`config.mk`:
```
export PLATFORM = sky130hd
export DESIGN_NAME = vga_frame_monitor
export DESIGN_NICKNAME = d
export VERILOG_FILES = /design/src/rtl/vga_frame_monitor.sv
export SDC_FILE = /design/constraint.sdc
export NUM_CORES = 1
export LEC_CHECK = 0
export ABC_AREA = 0
export CAP_MARGIN = 20
export CORE_MARGIN = 5
export CORE_UTILIZATION = 60
export CTS_CLUSTER_SIZE = 30
export DETAILED_ROUTE_END_ITERATION = 10
export DONT_BUFFER_PORTS = 1
export PLACE_DENSITY = 0.76
export RECOVER_POWER = 25
export SLEW_MARGIN = 20
export SYNTH_ARGS = -nofsm -noshare
export SYNTH_HDL_FRONTEND = slang
export SYNTH_SLANG_ARGS = --single-unit
```
`constraint.sdc`:
```
create_clock -name clk_i -period 6.6 [get_ports clk_i]
set_input_delay 1.32 -clock clk_i [delete_from_list [all_inputs] [get_ports clk_i]]
set_output_delay 1.32 -clock clk_i [all_outputs]
set_load 0.02 [all_outputs]
```
`src/rtl/vga_frame_monitor.sv`:
```
// Passive VGA stream checker: rebuilds pixel coordinates from the sync edges,
// verifies line/frame timing, tracks sync lock and checksums every locked frame.
module vga_frame_monitor #(
  parameter int H_FIRST  = 216,
  parameter int H_ACTIVE = 800,
  parameter int H_TOTAL  = 1056,
  parameter int V_FIRST  = 27,
  parameter int V_ACTIVE = 600,
  parameter int V_TOTAL  = 628,
  parameter bit SYNC_POL = 1'b1
) (
  input  logic        clk_i,
  input  logic        rst_i,
  input  logic        hsync_i,
  input  logic        vsync_i,
  input  logic [7:0]  color_i,
  output logic [9:0]  pixel_x_o,
  output logic [9:0]  pixel_y_o,
  output logic [7:0]  pixel_color_o,
  output logic        pixel_valid_o,
  output logic        frame_start_o,
  output logic [15:0] frame_sum_o,
  output logic        sum_valid_o,
  output logic        locked_o,
  output logic        sync_error_o
);

  typedef enum logic [1:0] {SEARCH, ACQUIRE, LOCKED} state_e;

  localparam logic [10:0] H_LO   = 11'(H_FIRST);
  localparam logic [10:0] H_HI   = 11'(H_FIRST + H_ACTIVE);
  localparam logic [10:0] H_END  = 11'(H_FIRST + H_ACTIVE - 1);
  localparam logic [10:0] H_LAST = 11'(H_TOTAL - 1);
  localparam logic [9:0]  V_LO   = 10'(V_FIRST);
  localparam logic [9:0]  V_HI   = 10'(V_FIRST + V_ACTIVE);
  localparam logic [9:0]  V_END  = 10'(V_FIRST + V_ACTIVE - 1);
  localparam logic [9:0]  V_LAST = 10'(V_TOTAL - 1);

  logic        hsS1_q, vsS1_q, hsPrev_q, vsPrev_q;
  logic [7:0]  colS1_q, colS2_q;
  logic        hsEdge, vsEdge, lineBad, frameBad;
  logic [10:0] hCnt_q, hCnt_d;
  logic [9:0]  vCnt_q, vCnt_d;
  logic        hSeen_q, vSeen_q, lineErr_q, lineErr_d;
  state_e      state_q, state_d;
  logic        isLocked, syncErr_q, syncErr_d;
  logic        inWin, pixValid_d, frameStart_d, lastPix_d;
  logic [9:0]  pixX_q, pixX_d, pixY_q, pixY_d;
  logic [7:0]  pixCol_q, pixCol_d;
  logic        pixValid_q, frameStart_q, lastPix_q, sumValid_q;
  logic [15:0] acc_q, acc_d, frameSum_q;

  always_ff @(posedge clk_i or posedge rst_i) begin
    if (rst_i) begin
      hsS1_q   <= ~SYNC_POL;
      vsS1_q   <= ~SYNC_POL;
      hsPrev_q <= ~SYNC_POL;
      vsPrev_q <= ~SYNC_POL;
      colS1_q  <= '0;
    end else begin
      hsS1_q   <= hsync_i;
      vsS1_q   <= vsync_i;
      hsPrev_q <= hsS1_q;
      vsPrev_q <= vsS1_q;
      colS1_q  <= color_i;
    end
  end

  assign hsEdge = (hsS1_q == SYNC_POL) && (hsPrev_q != SYNC_POL);
  assign vsEdge = (vsS1_q == SYNC_POL) && (vsPrev_q != SYNC_POL);

  // Counters hold the coordinates of the previous stage-1 sample, which is what the checks compare.
  always_comb begin
    hCnt_d = hCnt_q;
    if (hsEdge)
      hCnt_d = '0;
    else if (hCnt_q != '1)
      hCnt_d = hCnt_q + 11'd1;
    vCnt_d = vCnt_q;
    if (vsEdge)
      vCnt_d = '0;
    else if (hsEdge && vCnt_q != '1)
      vCnt_d = vCnt_q + 10'd1;
    lineBad  = hsEdge && hSeen_q && (hCnt_q != H_LAST);
    frameBad = vsEdge && vSeen_q && (vCnt_q != V_LAST);
    // A line error that knocks us out of LOCKED still counts against the frame in progress.
    lineErr_d = lineErr_q;
    if (vsEdge)
      lineErr_d = 1'b0;
    else if (lineBad)
      lineErr_d = 1'b1;
  end

  always_ff @(posedge clk_i or posedge rst_i) begin
    if (rst_i) begin
      hCnt_q    <= '0;
      vCnt_q    <= '0;
      colS2_q   <= '0;
      hSeen_q   <= 1'b0;
      vSeen_q   <= 1'b0;
      lineErr_q <= 1'b0;
    end else begin
      hCnt_q    <= hCnt_d;
      vCnt_q    <= vCnt_d;
      colS2_q   <= colS1_q;
      hSeen_q   <= hSeen_q | hsEdge;
      vSeen_q   <= vSeen_q | vsEdge;
      lineErr_q <= lineErr_d;
    end
  end

  always_ff @(posedge clk_i or posedge rst_i) begin
    if (rst_i) begin
      state_q   <= SEARCH;
      syncErr_q <= 1'b0;
    end else begin
      state_q   <= state_d;
      syncErr_q <= syncErr_d;
    end
  end

  always_comb begin
    state_d = state_q;
    unique case (state_q)
      SEARCH:  if (vsEdge) state_d = ACQUIRE;
      ACQUIRE: if (vsEdge && !frameBad && !lineBad && !lineErr_q) state_d = LOCKED;
      LOCKED:  if (lineBad || frameBad) state_d = ACQUIRE;
      default: state_d = SEARCH;
    endcase
  end

  always_comb begin
    isLocked  = (state_q == LOCKED);
    syncErr_d = isLocked && (lineBad || frameBad);
  end

  always_comb begin
    inWin        = (hCnt_q >= H_LO) && (hCnt_q < H_HI) && (vCnt_q >= V_LO) && (vCnt_q < V_HI);
    pixValid_d   = isLocked && inWin;
    frameStart_d = pixValid_d && (hCnt_q == H_LO) && (vCnt_q == V_LO);
    lastPix_d    = pixValid_d && (hCnt_q == H_END) && (vCnt_q == V_END);
    pixX_d       = pixX_q;
    pixY_d       = pixY_q;
    pixCol_d     = pixCol_q;
    acc_d        = acc_q;
    if (pixValid_d) begin
      pixX_d   = 10'(hCnt_q - H_LO);
      pixY_d   = vCnt_q - V_LO;
      pixCol_d = colS2_q;
      acc_d    = frameStart_d ? {8'h00, colS2_q} : acc_q + {8'h00, colS2_q};
    end
  end

  always_ff @(posedge clk_i or posedge rst_i) begin
    if (rst_i) begin
      pixX_q       <= '0;
      pixY_q       <= '0;
      pixCol_q     <= '0;
      pixValid_q   <= 1'b0;
      frameStart_q <= 1'b0;
      lastPix_q    <= 1'b0;
      acc_q        <= '0;
      frameSum_q   <= '0;
      sumValid_q   <= 1'b0;
    end else begin
      pixX_q       <= pixX_d;
      pixY_q       <= pixY_d;
      pixCol_q     <= pixCol_d;
      pixValid_q   <= pixValid_d;
      frameStart_q <= frameStart_d;
      lastPix_q    <= lastPix_d;
      acc_q        <= acc_d;
      frameSum_q   <= lastPix_q ? acc_q : frameSum_q;
      sumValid_q   <= lastPix_q;
    end
  end

  assign pixel_x_o     = pixX_q;
  assign pixel_y_o     = pixY_q;
  assign pixel_color_o = pixCol_q;
  assign pixel_valid_o = pixValid_q;
  assign frame_start_o = frameStart_q;
  assign frame_sum_o   = frameSum_q;
  assign sum_valid_o   = sumValid_q;
  assign locked_o      = isLocked;
  assign sync_error_o  = syncErr_q;

endmodule

```
Word level (Yosys, flattened, before mapping)

Cells that the tools add are included.

Register bits after elaboration: 111
Logic and storage cells: 87
Output and inout bits: 49

Add/sub/neg operators: 5
Eq/ne operators: 13
Bitwise logic cells: 4
Reductions and logical operators: 28
Multiplexer cells: 11
$lt $le $gt $ge: 4

Operators by type and width:

| cell                                                                            | number |
|---|---|
| 11-bit 2-to-1 mux                                                               | 2 |
| 11-bit != test (second input constant)                                          | 2 |
| 10-bit 2-to-1 mux                                                               | 2 |
| 10-bit != test (second input constant)                                          | 2 |
| 1-bit logical AND                                                               | 19 |
| 16-bit by 8-bit adder with 16-bit output                                        | 1 |
| 16-bit 2-to-1 mux                                                               | 1 |
| 11-bit by 1-bit adder with 11-bit output (second input constant)                | 1 |
| 11-bit by 10-bit equality test with 1-bit output (second input constant)        | 1 |
| 11-bit by 8-bit equality test with 1-bit output (second input constant)         | 1 |
| 11-bit by 8-bit >= comparator with 1-bit output (second input constant)         | 1 |
| 11-bit by 10-bit less-than comparator with 1-bit output (second input constant) | 1 |
| 10-bit by 1-bit adder with 10-bit output (second input constant)                | 1 |
| 10-bit equality test (second input constant)                                    | 1 |
| 10-bit by 5-bit equality test with 1-bit output (second input constant)         | 1 |
| 10-bit by 5-bit >= comparator with 1-bit output (second input constant)         | 1 |
| 10-bit less-than comparator (second input constant)                             | 1 |
| 10-bit by 5-bit subtractor with 10-bit output (second input constant)           | 1 |
| 10-bit by 8-bit subtractor with 10-bit output (second input constant)           | 1 |
| 2-bit 2-to-1 mux                                                                | 3 |
| 2-bit one-hot mux with 3 select lines                                           | 1 |
| 2-bit nonzero test                                                              | 3 |
| 2-bit != test (second input constant)                                           | 2 |
| 1-bit logical NOT                                                               | 3 |
| 9 further kinds                                                                 | 12 |

Logic depth before layout (Yosys ltp)

Gate-level depths: netlist of run 1.

Word-level depth: 10
Depth in mapped cells: 10
Mapped depth without buffers: 9

Worst setup path after synthesis of run 1

No wires, ideal clock.

Path kind: register -> register
Start point: register colS2_q[4]
End point: register acc_q[13]
Stages on the path, launching flop included: 8
Path slack: 4279 ps
Library setup time: 79 ps
Period minus slack after synthesis: 2321 ps
Required time: 6521 ps
Data arrival time: 2242 ps
Cell sequence: dfrtp_1 ha_1 and3_1 a2111oi_0 a22oi_1 and3_1 nand3_1 mux2i_1

Cells in the longest elaborated chain, start to end: 2

RTL lines:

| item                                     | line | source |
|---|---|---|
| start: declaration                       | 40   | `logic [7:0] colS1_q, colS2_q;` |
| start signal: assignment                 | 105  | `colS2_q <= colS1_q;` |
| 16-bit by 8-bit adder with 16-bit output | 150  | `acc_d = frameStart_d ? {8'h00, colS2_q} : acc_q + {8'h00, colS2_q};` |
| 16-bit 2-to-1 mux                        | 150  |  |
| end signal: assignment                   | 162  | `acc_q <= '0;` |
| end signal: assignment                   | 172  | `acc_q <= acc_d;` |
| end: declaration                         | 51   | `logic [15:0] acc_q, acc_d, frameSum_q;` |

Every way passes these cells.
A chain may end at the register's enable or synchronous reset.

Worst setup path in the final report of run 1

Start point: register hCnt_q[6]
End point: register acc_q[10]

Cells in the longest elaborated chain, start to end: 8
Elaborated cells between the ends (all ways): 10
Classes of those cells: 2 x order compare; 1 x eq/ne; 1 x mux; 6 x reduce/logical

RTL lines:

| item                                                                                                                              | line | source |
|---|---|---|
| start: declaration                                                                                                                | 42   | `logic [10:0] hCnt_q, hCnt_d;` |
| start signal: assignment                                                                                                          | 103  | `hCnt_q <= hCnt_d;` |
| 11-bit by 8-bit >= comparator with 1-bit output / 11-bit by 10-bit less-than comparator with 1-bit output (equally long branches) | 138  | `inWin = (hCnt_q >= H_LO) && (hCnt_q < H_HI) && (vCnt_q >= V_LO) && (vCnt_q < V_HI);` |
| 1-bit logical AND (3 in a row)                                                                                                    | 138  |  |
| 1-bit logical AND                                                                                                                 | 139  | `pixValid_d = isLocked && inWin;` |
| 1-bit logical AND (2 in a row)                                                                                                    | 140  | `frameStart_d = pixValid_d && (hCnt_q == H_LO) && (vCnt_q == V_LO);` |
| 16-bit 2-to-1 mux                                                                                                                 | 150  |  |

Parallel ways exist; a longest one is shown, timed or not.

==> metrics, run 1 <==
share of cells above drive strength 1=0.0869; #FFs+latches synth=111; first-pass GRT wire length=16900 um; startpoint types=flop; Final Core Density=0.644; H-tree levels=3; final setup violation count=0; number of global-route vias before repair=3372; Max-Cap Viols=1; largest net degree at the start of global routing=69; Synth Cell Area=a little over 5000 um2; I/O pins=61; leakage power=2.52 nW; Main synth FF type=dfrtp_1; Worst-Margin Slew=1.90 ns; post-DP HPWL=6980 um; die area=10400 um2; Congestion Overflow GR=0; Worst VDD drop=133 uV; Worst Path Required=6.90 ns; Core ar.=8220 um2; Via density=about 6; fin crit period=around 3.3 ns; Remaining DRCs=0; placed cells=around 560; Max Fclk=0.299 GHz; root buf cell=clkbuf_8; Post-CTS Resized=0; Synth Net Count=507; R2R Path Start=hCnt_q[6]; Slew HR=-0.272; Post-CTS Hold Buffers=0; hold_sp=colS1_q[6]; Layout Skew=0.0108 ns; setup TNS=0 ns; Worst Path Arrival=about 3.6 ns; Synth Warn #=0; Starting Density=0.617; clock latency on the worst-skew pair=between 0.3 and 0.4 ns; DRT Pass-1 Iters=4; # rows=33; final hold vios=0; TritonCTS Sinks=111; Mapped Cells=481; CP Capture Type=flop; library cells used by synthesis=53; Critical Path Sink=acc_q[10]; DR iter-0 viols=roughly 170; R2R Path End=acc_q[10]; Port Buffers=0; Layout area overhead=4.27%; number of synthesized flops with an enable pin=0; Slew Viols, Final=45; R2R setup slack=3.26 ns; Pwr Density=230 nW/um2; vias=3385; gp weighted congestion=0.918; worst reg2reg path depth=6; Inserted Diodes=0; chip width=~100 um; CTS clock-pin slew for the worst setup and hold paths=0.10 ns; clk buf depth=2; critical path type=reg -> reg; Crit Path Max Fanout=66; final std cells w/o fill=577; Setup Buffers After CTS=0; part of the cycle the worst path needs=0.506; initial antenna violation count=0; CP Launch Point=hCnt_q[6]; outcome=finished with violations; sequential area share after synthesis=0.548; Routed Antenna Nets=0; CTS tree=done; GRT Util Overall=0.207; Die H=between 100 and 150 um; total wire length=~9800 um; asr flop ratio synth=1.00; TritonCTS Buffers=9; mean post-synth cell area=10.5 um2; Final nets=493; Hold Crit Class=reg -> reg; failing checks=max-capacitance violations, max-slew violations; average wire per standard cell=roughly 17 um; unrepaired setup endpoints after global routing=false
worst min path at each step:
stage                     cells past startpoint         end  slack, ns
after floorplan                               0  colS2_q[0]       0.33
after global placement                        0  colS2_q[5]       0.33
after detailed placement                      0  colS2_q[6]       0.33
after CTS                                     0  colS2_q[6]       0.36
after global routing                          0  colS2_q[0]       0.36
final                                         0  colS2_q[6]       0.36
registers in the layout, summed over array words and instances, names as in the netlist, 2 cells and up:
| name | cells |
|---|---|
| acc_q | 16 |
| frame_sum_o | 16 |
| hCnt_q | 11 |
| pixel_x_o | 10 |
| pixel_y_o | 10 |
| vCnt_q | 10 |
| colS1_q | 8 |
| colS2_q | 8 |
| pixel_color_o | 8 |
| state_q | 2 |
stage by stage:
| step | power, mW | cell area, um2 | hold slack [ns] | setup WS [ns] |
|---|---|---|---|---|
| 2_1_floorplan | 0.801 | 5070 | 0.331 | 2.35 |
| 3_3_place_gp | 0.822 | 5090 | 0.334 | 3.07 |
| 3_5_place_dp | 0.828 | 5090 | 0.335 | 2.92 |
| 4_1_cts | 1.23 | 5290 | 0.356 | 2.92 |
| 5_1_grt | 1.27 | 5290 | 0.362 | 2.98 |
| 6_report | 1.22 | 5290 | 0.355 | 3.26 |
cells in the final DEF (no fill, tap or decap), types with 3 or more instances in the layout:
cell	count
clkbuf_8	9
nor2_1	40
and4_1	4
nand3_1	14
nand4_1	5
a22oi_1	3
o21ai_0	15
inv_1	12
a21oi_1	10
mux2_2	16
nor4_1	7
xor2_1	20
nor3_1	8
a22o_1	4
or4_1	3
nor2b_1	4
mux2i_1	5
o21ai_1	15
dfrtp_1	111
nand2b_1	8
and3_1	10
o31ai_1	3
nand2_1	66
o21a_1	5
a21o_1	3
xnor2_1	15
ha_1	13
routing by layer:
layer,track usage,routed length [um],vias up,part of all wire
li1,-,-,1624,-
met1,0.290,4380,1640,0.44
met2,0.313,4490,100,0.46
met3,0.0546,793,21,0.081
met4,0.0777,181,0,0.018
met5,0,0,-,0
cell type report:
class | instances | area, um2
Clock buffer | 10 | 128
Multi-Input combinational cell | 329 | 2120
Timing Repair Buffer | 2 | 11.3
Clock inverter | 6 | 68.8
Tap cell | 105 | 131
Inverter | 14 | 53.8
Fill cell | 660 | 2930
Sequential cell | 111 | 2780
cell usage after synthesis (2+ instances only):
cell type | n | area [um2]
a211o_1 | 2 | 17.5
ha_1 | 13 | 163
nor2_1 | 40 | 150
o211ai_1 | 2 | 15.0
nor2b_1 | 4 | 25.0
or3_1 | 2 | 12.5
inv_1 | 13 | 48.8
nand4_1 | 5 | 31.3
nand2_1 | 67 | 251
a2111oi_0 | 2 | 17.5
buf_2 | 15 | 75.1
nor3_1 | 8 | 40.0
a211oi_1 | 2 | 15.0
or4_1 | 3 | 22.5
a22o_1 | 4 | 35.0
a31oi_1 | 2 | 12.5
a21o_1 | 3 | 22.5
nor4_1 | 7 | 43.8
nor4_2 | 2 | 25.0
or2_2 | 2 | 12.5
xnor2_1 | 15 | 131
dfrtp_1 | 111 | 2780
a22oi_1 | 3 | 22.5
mux2i_1 | 5 | 50.1
o21a_1 | 5 | 37.5
and2_1 | 2 | 12.5
nand3_1 | 14 | 70.1
o21ai_0 | 15 | 75.1
o21ai_1 | 15 | 75.1
o31ai_1 | 3 | 22.5
a21oi_1 | 10 | 50.1
xor2_1 | 20 | 175
mux2_1 | 2 | 22.5
and3_1 | 10 | 62.6
and4_1 | 4 | 35.0
clkbuf_1 | 10 | 37.5
mux2_2 | 16 | 180
nand2b_1 | 8 | 50.1
where the power goes:
group / switching, mW / leakage, nW / internal [mW]
Sequential: 0.0264 / 1.48 / 0.702
Clock: 0.228 / 0.0968 / 0.178
Combinational: 0.0532 / 0.941 / 0.0314
Total: 0.307 / 2.52 / 0.911
worst max-delay path, stage by stage, from the launching register on:
cell	delay, ns
dfrtp_1	0.51
and4_1	0.30
and3_1	0.23
nor4_2	0.87
nand2_4	0.57
or4_1	0.64
a21oi_1	0.15
cell families after synthesis:
family | count (synthesis) | share of synthesized area
and+or+nand+nor | 183 | 0.175
adders and majority gates | 14 | 0.0360
muxes | 23 | 0.0498
buffers and inverters | 41 | 0.0363
AOI/OAI and AO/OA | 74 | 0.0950
DFF | 111 | 0.548
xor gates and xnor gates | 35 | 0.0605
Note: power is estimated with default switching activity, not from simulation.
==> run 2: changes to the inputs <==
Settings changed: CORE_UTILIZATION 60 to 57, PLACE_DENSITY 0.76 to 0.75.
Clock period 6.6 ns to 2.8 ns, I/O delays scaled along.
==> metrics, run 2 (synthesized netlist as in run 1, its figures left out) <==
Hold Crit Class=in -> reg; GRT Util Overall=0.182; Slew HR=0.0529; Worst-Margin Slew=1.41 ns; Layout Skew=0.0133 ns; Post-CTS Resized=0; critical path type=reg -> reg; Starting Density=0.584; Finished Cell Area=5390 um2; DR iter-0 viols=160; outcome=completed; largest net degree at the start of global routing=73; final setup violation count=0; CP Capture Type=flop; CP max stage delay=0.47 ns; # rows=34; leakage power=roughly 2.6 nW; crit-path cells=ha_1, inv_1, fa_1, nor2b_1, o31a_1, nor2_1, o221a_2, or4_1, a21oi_1; initial antenna violation count=0; Worst VDD drop=276 uV; TritonCTS Buffers=9; R2R setup slack=0.32 ns; Worst Path Arrival=2.77 ns; chip width=104 um; layer with the highest usage=met2; Crit Path Max Fanout=7; worst reg2reg path depth=9; Worst Hold Endpoint=colS1_q[2]; Layout area overhead=6.32%; final hold vios=0; Setup Buffers After CTS=0; sequential cell area=2780 um2; H-tree levels=3; Post-CTS Hold Buffers=0; met2 GRT Util=0.281; Worst Path Required=3.09 ns; met1 global-route usage=0.255; part of the cycle the worst path needs=0.886; unrepaired setup endpoints after global routing=false; setup TNS=0 ns; most frequent cells in the layout=dfrtp_1 (111), nand2_1 (66), nor2_1 (40); I/O pins=61; Final nets=502; Slew Viols, Final=0; first-pass GRT wire length=16400 um; root buf cell=clkbuf_8; met3 GRT Util=0.0472; Congestion Overflow GR=0; Max-Cap Viols=0; R2R Path End=acc_q[14]; hold_sp=color_i[2]; vias=3410; gp weighted congestion=0.879; Multi-input gate area=around 2100 um2; clk buf depth=2; die area=10900 um2; Die H=104 um; hold depth=0; startpoint types=flop; Port Buffers=0; number of global-route vias before repair=3292; Pwr Density=547 nW/um2; commonest non-fill, non-tap cell in the layout=dfrtp_1; Via density=5.79; R2R Path Start=colS2_q[0]; share of cells above drive strength 1=0.104; average wire per standard cell=16.1 um; Routed Antenna Nets=0; critical path's slowest cell=or4_1; Post-DP Area=5190 um2; clock latency on the worst-skew pair=0.37 ns; final std cells w/o fill=589; Max Fclk=just over 0.4 GHz; post-DP HPWL=approximately 6900 um; TritonCTS Sinks=111; CTS clock-pin slew for the worst setup and hold paths=0.12 ns; fin crit period=2.48 ns; # fillers=719; CTS tree=done; DRT Pass-1 Iters=5; total wire length=9460 um; placed cells=about 570; Inserted Diodes=0; Core ar.=8680 um2; Remaining DRCs=0
run 2: power by group:
part           switching, mW  leakage [nW]  internal [mW]
clock network          0.584         0.109          0.444
registers             0.0641          1.48           1.66
logic                  0.123         0.971         0.0769
run 2: metal layers:
| layer | vias to the layer above | wire length, um |
|---|---|---|
| met5 | - | 0 |
| li1 | 1649 | - |
| met4 | 0 | 74 |
| met1 | 1667 | 4390 |
| met2 | 88 | 4420 |
| met3 | 6 | 583 |
run 2: metrics by stage:
step | hold slack (ns) | total power [mW] | setup slack [ns] | utilization
after floorplan | 0.331 | 1.89 | 0.479 | -
after global placement | 0.331 | 1.95 | 0.440 | 0.598
after detailed placement | 0.335 | 1.96 | 0.371 | 0.598
after CTS | 0.173 | 2.98 | 0.337 | 0.624
after global routing | 0.163 | 3.08 | 0.112 | 0.621
final | 0.197 | 2.95 | 0.320 | 0.621
run 2: worst max-delay path: cells and delay by family (launching register included):
family                   cells  cell delay, ns
AO/OA/AOI/OAI                3            0.64
adder cells (fa/ha/maj)      2            0.59
buffers and inverters        1            0.06
flip-flops                   1            0.40
AND/OR/NAND/NOR              3            0.72
run 2: how the worst max path moves through the flow:
stage	slack (ns)	end	from
2_1_floorplan	0.48	acc_q[13]	colS2_q[4]
3_3_place_gp	0.44	acc_q[14]	vCnt_q[7]
3_5_place_dp	0.37	acc_q[14]	vCnt_q[7]
4_1_cts	0.34	acc_q[14]	colS2_q[0]
5_1_grt	0.11	acc_q[14]	hCnt_q[6]
6_report	0.32	acc_q[14]	colS2_q[0]
run 2: area by class of cell:
cell class                      instances  share of cell area
Clock buffer                            9              0.0230
Sequential cell                       111               0.515
Inverter                               14             0.00998
Multi-Input combinational cell        329               0.392
Timing Repair Buffer                   11              0.0162
Clock inverter                          7              0.0188
Tap cell                              108              0.0251
